$ cat src/rtl/weight_cache_pkg.sv
// Shared defaults and FSM state encoding for the weight-cache access controller.
package weight_cache_pkg;

    localparam int DEF_ADDR_WIDTH = 8;
    localparam int DEF_DATA_WIDTH = 32;
    localparam int DEF_MEM_DEPTH  = 256;

    typedef enum logic [1:0] {
        ST_IDLE = 2'd0,
        ST_LOAD = 2'd1,
        ST_READ = 2'd2
    } wc_state_t;

endpackage

$ cat src/rtl/weight_cache_ctrl_rd_fifo.sv
// Two-entry synchronous FIFO that buffers SRAM read words ahead of the read stream.
module wc_rd_fifo #(
    parameter int DATA_WIDTH = 32
) (
    input  logic                  clk,
    input  logic                  rst_n,
    input  logic                  push,
    input  logic [DATA_WIDTH-1:0] push_data,
    input  logic                  pop,
    output logic [DATA_WIDTH-1:0] head_data,
    output logic [1:0]            count
);

    logic [DATA_WIDTH-1:0] mem [2];
    logic                  wr_ptr;
    logic                  rd_ptr;

    always_ff @(posedge clk or negedge rst_n) begin
        if (!rst_n) begin
            mem[0] <= '0;
            mem[1] <= '0;
            wr_ptr <= 1'b0;
            rd_ptr <= 1'b0;
            count  <= 2'd0;
        end else begin
            if (push) begin
                mem[wr_ptr] <= push_data;
                wr_ptr      <= ~wr_ptr;
            end
            if (pop) begin
                rd_ptr <= ~rd_ptr;
            end
            case ({push, pop})
                2'b10:   count <= count + 2'd1;
                2'b01:   count <= count - 2'd1;
                default: count <= count;
            endcase
        end
    end

    assign head_data = mem[rd_ptr];

endmodule

$ cat src/rtl/weight_cache_ctrl.sv
// Weight-cache SRAM access controller: load stream writes words, read stream replays them
// through a 2-entry buffer that hides the SRAM's one-cycle read latency.
module weight_cache_ctrl
    import weight_cache_pkg::*;
#(
    parameter int ADDR_WIDTH = DEF_ADDR_WIDTH,
    parameter int DATA_WIDTH = DEF_DATA_WIDTH,
    parameter int MEM_DEPTH  = DEF_MEM_DEPTH
) (
    input  logic                  clk,
    input  logic                  rst_n,
    input  logic                  load_start,
    input  logic [ADDR_WIDTH-1:0] load_base,
    input  logic [ADDR_WIDTH:0]   load_len,
    input  logic                  in_valid,
    output logic                  in_ready,
    input  logic [DATA_WIDTH-1:0] in_data,
    input  logic                  rd_start,
    input  logic [ADDR_WIDTH-1:0] rd_base,
    input  logic [ADDR_WIDTH:0]   rd_len,
    output logic                  out_valid,
    input  logic                  out_ready,
    output logic [DATA_WIDTH-1:0] out_data,
    output logic                  out_last,
    output logic                  busy,
    output logic                  done,
    output logic                  sram_cs_n,
    output logic                  sram_wr_n,
    output logic [ADDR_WIDTH-1:0] sram_addr,
    output logic [DATA_WIDTH-1:0] sram_wdata,
    input  logic [DATA_WIDTH-1:0] sram_rdata
);

    localparam logic [ADDR_WIDTH:0] DEPTH_L = (ADDR_WIDTH+1)'(MEM_DEPTH);
    localparam logic [ADDR_WIDTH:0] ONE_L   = (ADDR_WIDTH+1)'(1);

    function automatic logic [ADDR_WIDTH:0] clamp_len(input logic [ADDR_WIDTH:0] len);
        return (len > DEPTH_L) ? DEPTH_L : len;
    endfunction

    wc_state_t             state, state_nxt;
    logic [ADDR_WIDTH-1:0] ptr;
    logic [ADDR_WIDTH:0]   cnt;       // words still to write (LOAD) or to issue (READ)
    logic [ADDR_WIDTH:0]   rd_left;   // words still to hand out on the read stream
    logic                  inflight;  // read issued last cycle, data on sram_rdata now
    logic [ADDR_WIDTH-1:0] addr_q;
    logic [DATA_WIDTH-1:0] wdata_q;
    logic                  wr_fire;
    logic                  issue;
    logic                  pop;
    logic                  last_wr;
    logic                  last_pop;
    logic [1:0]            fifo_count;
    logic [2:0]            occupancy;

    wc_rd_fifo #(.DATA_WIDTH(DATA_WIDTH)) u_rd_fifo (
        .clk       (clk),
        .rst_n     (rst_n),
        .push      (inflight),
        .push_data (sram_rdata),
        .pop       (pop),
        .head_data (out_data),
        .count     (fifo_count)
    );

    assign out_valid = (fifo_count != 2'd0);
    assign pop       = out_valid && out_ready;
    assign occupancy = {1'b0, fifo_count} + {2'b00, inflight};

    // Issue only while the buffer plus the word in flight cannot overflow two slots.
    assign issue    = (state == ST_READ) && (cnt != '0) &&
                      (occupancy < (3'd2 + {2'b00, pop}));
    assign wr_fire  = (state == ST_LOAD) && in_valid;
    assign last_wr  = wr_fire && (cnt == ONE_L);
    assign last_pop = (state == ST_READ) && pop && (rd_left == ONE_L);

    assign in_ready   = (state == ST_LOAD);
    assign busy       = (state != ST_IDLE);
    assign out_last   = (state == ST_READ) && out_valid && (rd_left == ONE_L);
    assign sram_cs_n  = !(wr_fire || issue);
    assign sram_wr_n  = !wr_fire;
    assign sram_addr  = (wr_fire || issue) ? ptr : addr_q;
    assign sram_wdata = wr_fire ? in_data : wdata_q;

    always_comb begin
        state_nxt = state;
        case (state)
            ST_IDLE: begin
                if (load_start) begin
                    if (clamp_len(load_len) != '0) state_nxt = ST_LOAD;
                end else if (rd_start && (clamp_len(rd_len) != '0)) begin
                    state_nxt = ST_READ;
                end
            end
            ST_LOAD: if (last_wr)  state_nxt = ST_IDLE;
            ST_READ: if (last_pop) state_nxt = ST_IDLE;
            default: state_nxt = ST_IDLE;
        endcase
    end

    always_ff @(posedge clk or negedge rst_n) begin
        if (!rst_n) begin
            state    <= ST_IDLE;
            ptr      <= '0;
            cnt      <= '0;
            rd_left  <= '0;
            inflight <= 1'b0;
            done     <= 1'b0;
            addr_q   <= '0;
            wdata_q  <= '0;
        end else begin
            state    <= state_nxt;
            done     <= last_wr || last_pop;
            inflight <= issue;
            addr_q   <= sram_addr;
            wdata_q  <= sram_wdata;
            case (state)
                ST_IDLE: begin
                    if (load_start) begin
                        ptr <= load_base;
                        cnt <= clamp_len(load_len);
                    end else if (rd_start) begin
                        ptr     <= rd_base;
                        cnt     <= clamp_len(rd_len);
                        rd_left <= clamp_len(rd_len);
                    end
                end
                ST_LOAD: begin
                    if (wr_fire) begin
                        ptr <= ptr + ADDR_WIDTH'(1);
                        cnt <= cnt - ONE_L;
                    end
                end
                ST_READ: begin
                    if (issue) begin
                        ptr <= ptr + ADDR_WIDTH'(1);
                        cnt <= cnt - ONE_L;
                    end
                    if (pop) begin
                        rd_left <= rd_left - ONE_L;
                    end
                end
                default: ;
            endcase
        end
    end

endmodule

$ cat config.mk
export PLATFORM = sky130hd
export DESIGN_NAME = weight_cache_ctrl
export DESIGN_NICKNAME = d
export VERILOG_FILES = /design/src/rtl/weight_cache_pkg.sv /design/src/rtl/weight_cache_ctrl_rd_fifo.sv /design/src/rtl/weight_cache_ctrl.sv
export SDC_FILE = /design/constraint.sdc
export NUM_CORES = 1
export LEC_CHECK = 0
export ABC_AREA = 1
export ABC_CLOCK_PERIOD_IN_PS = 3450
export CAP_MARGIN = 5
export CORE_MARGIN = 5
export CORE_UTILIZATION = 30
export DETAILED_ROUTE_END_ITERATION = 10
export PLACE_DENSITY = 0.55
export SLEW_MARGIN = 20
export SYNTH_ARGS = -nofsm -noshare
export SYNTH_HDL_FRONTEND = slang
export SYNTH_SLANG_ARGS = --single-unit
export TNS_END_PERCENT = 10
$ cat constraint.sdc
create_clock -name clk -period 3.45 [get_ports clk]
set_input_delay 0.5175 -clock clk [delete_from_list [all_inputs] [get_ports clk]]
set_output_delay 0.5175 -clock clk [all_outputs]
set_load 0.005 [all_outputs]
==> impl_metrics.ini, run 1 <==
[setup_path]
regToRegEndpoint = ptr[5]$_DFFE_PN0P_
cp_max_fo = 16
start_kind = input port
r2r_cells = 7
timing.rr.start = state[0]$_DFFE_PN0P_
cp.arrival_ps = 2600
cp.required_ps = 2930
end_kind = output port
crit_type = in -> out
r2r_slack_ps = 1270

[detailed_routing]
wl_met3_mm = 1.23
drt-met1-wl_mm = 8.63
drc = 0
wl_per_cell_um = 14.0
ant_nets = 0
first_pass_iters = 5
drt-vias-per-instance = 4.51
dr_wl_met2_mm = 7.93
highest_layer = met4
routed-via-count = 5813
wirelength_mm = 18.1
drt_iter0_drc = 386

[timing]
clock_skew_ps = 21.7
min_period_ps = 3120
max_slew_margin = 0.315
worst_pin_slew_ps = 1020
slew_viol_final = 0
whs_ps = 75.5
fin_setup_tns_ps = 0
min_period_over_period = 0.905
finalSetupViolCount = 0
fmax_ghz = 0.320
hold_violations = 0
rsz0062_at_grt = no

[clocking]
clock_path_buffers = 2
cts_root_buffer = clkbuf_16
cts_tree = done
cts_resized = 0
cts_hold_buf = 0
h-tree-depth = 4
clock-sinks = 138
cts_made_buffers = 17
worst_setup_hold_path_clk_slew_ps = 60
cts_setup_buffers = 0
clk-insertion-delay-late_ps = 420

[die]
num_io_pins = 183
die_area_mm2 = 0.0255
dieHeight_um = 160
start_util = 0.306
rows = 54
core_mm2 = 0.0220
die_width_um = 160

[synth]
synth_top_cell_by_area = dfrtp_1
ys_seq_elements = 138
syn_nets = 935
synth.area.top_cells = dfrtp_1, nand2_1, o21ai_0, mux2_2, inv_1
yosys_warnings = 0
yosys.cell_count.top_type = nand2_1
ys_seq_area_frac = 0.514
mappedNetlistArea_mm2 = 0.00671
synth_top_area_share = 0.514
async_flop_share = 1.00
yosys-top-cells-count = nand2_1, dfrtp_1, o21ai_0, inv_1, nor2_1
syn_inst = 820
syn_avg_cell_area_um2 = 8.19
synth.distinct_cells = 30
synth-edff-count = 0
synth_ff_type = dfrtp_1

[power]
ir_drop_uv = 401
power_uw = 9030
powerDensity_mw_per_mm2 = 953
p_leak_uw = 0.00456

[grt]
grt_max_degree = 66
overflow = 0
antenna_found_initial = 0
grt_pass1_vias = 5872
grtUsageTotal = 0.144
grt_first_pass_wirelength_mm = 30.3

[cells_and_area]
syn_to_final_growth_pct = 41.1
fin_nets = 1111
final_cell_count_no_fill = 1289
antenna_cells = 0
drive_gt1_frac = 0.0872
finish.instance_area_mm2 = 0.00948

[placed_design]
place_area_mm2 = 0.00884
dp_cells = 1257
portBuffers = 182
place_congestion = 0.823
hpwl_mm = 12.6

[job]
cap_violations = 0

[run_status]
status = completed

[min_path]
worstHoldPathType = in -> async
## metal layers
layer  GRT usage  vias up
met1       0.194     2657
met4      0.0391        0
met3      0.0502       20
met5           0        -
li1            -     2960
met2       0.221      176
## metrics by stage
| stage | setup slack, ps | util |
|---|---|---|
| final | 329 | 0.432 |
| after global routing | 96.0 | 0.432 |
| after CTS | 298 | 0.431 |
| after detailed placement | 368 | 0.402 |
| after global placement | 409 | 0.402 |
| after floorplan | 1350 | - |
## kinds of logic after synthesis
kind of cell / after synthesis / share of synthesized area
and+or+nand+nor: 373 / 0.220
AOI/OAI and AO/OA: 142 / 0.111
DFF: 138 / 0.514
buffers and inverters: 114 / 0.0671
muxes: 32 / 0.0537
adders and majority gates: 11 / 0.0205
xor gates and xnor gates: 10 / 0.0130
## where the power goes
part,internal (uW),switching [uW]
clock network,1230,751
registers,2430,385
logic,2110,2130
total,5770,3260
## registers in the layout (all words and copies together), names as in the netlist
register,count
addr_q,8
cnt,9
done,1
inflight,1
ptr,8
rd_left,9
state,2
u_rd_fifo.count,2
u_rd_fifo.mem,64
u_rd_fifo.rd_ptr,1
u_rd_fifo.wr_ptr,1
wdata_q,32
## placed cells by master, fill, tap and decap left out, drive strengths merged, types with 3 or more instances in the layout
| master | synthesis | layout |
|---|---|---|
| clkbuf | 26 | 17 |
| o22ai | 10 | 10 |
| bufinv | 0 | 4 |
| buf | 9 | 11 |
| ha | 11 | 11 |
| mux2 | 32 | 32 |
| dfrtp | 138 | 138 |
| nor2 | 52 | 52 |
| nand2 | 286 | 286 |
| a21oi | 17 | 17 |
| o21ai | 112 | 112 |
| nand3 | 27 | 27 |
| inv | 79 | 84 |
| nor3 | 4 | 4 |
| clkdlybuf4s50 | 0 | 181 |
| xnor2 | 3 | 3 |
| clkinv | 0 | 5 |
| xor2 | 7 | 7 |
## worst max-delay path, cell delays in order
cell,delay (ps)
clkdlybuf4s50_1,520
inv_1,90
nor2_4,170
nand2_2,70
nand2_2,70
nand3_4,100
nand2_1,110
inv_2,120
o21ai_0,270
clkdlybuf4s50_1,560
## how the worst max path moves through the flow
| stage | from | endpoint | slack, ps | cells after the start |
|---|---|---|---|---|
| final | out_ready | sram_addr[5] | 330 | 10 |
| after global routing | cnt[0]$_DFFE_PN0P_ | sram_addr[7] | 100 | 10 |
| after CTS | u_rd_fifo.count[0]$_DFFE_PN0P_ | sram_addr[5] | 300 | 8 |
| after detailed placement | out_ready | sram_addr[5] | 370 | 10 |
| after global placement | out_ready | sram_addr[5] | 410 | 10 |
| after floorplan | u_rd_fifo.count[0]$_DFFE_PN0P_ | sram_addr[3] | 1350 | 8 |
## area by class of cell
type / instances / area [um^2]
clock inverters: 15 / 211
multi-input cells: 568 / 2820
clock buffers: 17 / 425
repair buffers: 192 / 1920
fillers: 2193 / 12500
inverters: 79 / 297
well taps: 280 / 350
flip-flops and latches: 138 / 3450
Note: power is estimated with default switching activity, not from simulation.
==> inputs of run 2 (changes only) <==
Settings changed: PLACE_DENSITY 0.55 to unset.
==> run 2 against run 1 <==
Highest routed layer unchanged. Cell area down 0.66%. Clock power decreased by 8%. Combinational power about the same. Clock-buffer cell count increased by 2. Setup slack better by 8.9 ps. Power shrank 1.6%. Largest power group unchanged.
==> impl_metrics.ini, run 2 (synthesis gave the netlist of run 1 again) <==
[setup_path]
end_kind = output port
path_cells = ha_1 > ha_1 > nor2_1 > nand3_4 > nand2_1 > inv_2 > o21ai_0 > clkdlybuf4s50_1
cp.arrival_ps = 2590
start_kind = register
crit_top_cell = ha_1
cp.required_ps = 2930
crit_family = buffers and inverters
crit_type = reg -> out
slowest_delay_ps = 550
crit_buf_inv = 2
critPathSlowestCell = clkdlybuf4s50_1
cp_max_fo = 16

[clocking]
cts_resized = 0
clock_path_buffers = 2
cts_tree = done
clock-sinks = 138
cts_root_buffer = clkbuf_16
cts_made_buffers = 17
cts_setup_buffers = 0
cts_hold_buf = 0
h-tree-depth = 4
worst_setup_hold_path_clk_slew_ps = 60
clk-insertion-delay-late_ps = 420

[power]
power_uw = 8890
ir_drop_uv = 407
powerDensity_mw_per_mm2 = 944
p_leak_uw = 0.00453

[die]
rows = 54
start_util = 0.306
die_area_mm2 = 0.0255
core_mm2 = 0.0220
dieHeight_um = 160
die_width_um = 160
num_io_pins = 183

[placed_design]
dp_cells = 1255
place_congestion = 0.778
place_area_mm2 = 0.00882
portBuffers = 182
hpwl_mm = 12.5

[grt]
grt_first_pass_wirelength_mm = 30.3
grtUsageTotal = 0.144
grt_max_degree = 78
antenna_found_initial = 0
grt_pass1_vias = 6015
overflow = 0

[detailed_routing]
first_pass_iters = 5
wirelength_mm = 18.0
routed-via-count = 5869
drt-vias-per-instance = 4.56
drt_iter0_drc = 319
drc = 0
wl_per_cell_um = 14.0
ant_nets = 0

[timing]
fin_setup_tns_ps = 0
max_slew_margin = 0.509
min_period_over_period = 0.902
finalSetupViolCount = 0
clock_skew_ps = 13.1
worst_pin_slew_ps = 737
slew_viol_final = 0
fmax_ghz = 0.321
rsz0062_at_grt = no
hold_violations = 0
min_period_ps = 3110

[cells_and_area]
syn_to_final_growth_pct = 40.2
nFillCells = 2185
antenna_cells = 0
top_register = u_rd_fifo.mem
layout.area.seq_mm2 = 0.00345
reg_top3 = u_rd_fifo.mem (64), wdata_q (32)
final_common_cell = nand2_1
most-common-layout-cells = nand2_1, clkdlybuf4s50_1, dfrtp_1
fin_nets = 1109
multi_input_area_mm2 = 0.00282
final_cell_count_no_fill = 1287
largest_reg_flops = 64
finish.instance_area_mm2 = 0.00941
drive_gt1_frac = 0.0844

[run_status]
status = completed

[job]
cap_violations = 0

[min_path]
worstHoldPathType = in -> async
-- run 2: worst paths after layout --
check | from | to | slack [ps] | cells past startpoint
min in group clk | cnt[1]$_DFFE_PN0P_ | cnt[1]$_DFFE_PN0P_ | 480 | 2
worst min register to register | cnt[1]$_DFFE_PN0P_ | cnt[1]$_DFFE_PN0P_ | 480 | 2
worst min-delay path | rst_n | u_rd_fifo.mem[40]$_DFFE_PN0P_ | 140 | 1
worst max-delay path | u_rd_fifo.count[0]$_DFFE_PN0P_ | sram_addr[4] | 340 | 8
worst max register to register | state[1]$_DFFE_PN0P_ | ptr[3]$_DFFE_PN0P_ | 1300 | 7
max in group asynchronous | rst_n | wdata_q[0]$_DFF_PN0_ | 2510 | 2
-- run 2: final cells by class --
type,instances,area share
sequential,138,0.367
multi-input combinational,568,0.300
timing repair buffer,190,0.203
clock buffer,19,0.0471
tap,280,0.0372
inverter,79,0.0315
clock inverter,13,0.0150
-- run 2: power breakdown --
| group | internal (uW) | total (uW) | switching, uW |
|---|---|---|---|
| Clock | 1090 | 1830 | 743 |
| Sequential | 2430 | 2820 | 388 |
| Combinational | 2110 | 4240 | 2130 |
| Total | 5630 | 8890 | 3260 |
-- run 2: worst register-to-register path: cells and delay by family, from the launching register on --
family / cells / cell delay (ps)
buf+inv: 2 / 680
fa+ha+maj: 1 / 480
compound gates: 3 / 460
flops: 1 / 380
simple gates: 1 / 70
-- run 2: metal layers --
layer,global-route usage,part of all wire
met3,0.0572,0.085
met5,0,0
met2,0.232,0.45
met4,0.0430,0.012
met1,0.180,0.45
-- run 2: per-stage QoR --
step	worst slack (ps)	utilization	hold WS (ps)
3_3_place_gp	417	0.402	466
3_5_place_dp	376	0.402	460
2_1_floorplan	1350	-	222
4_1_cts	307	0.428	155
5_1_grt	112	0.429	193
6_report	338	0.429	138
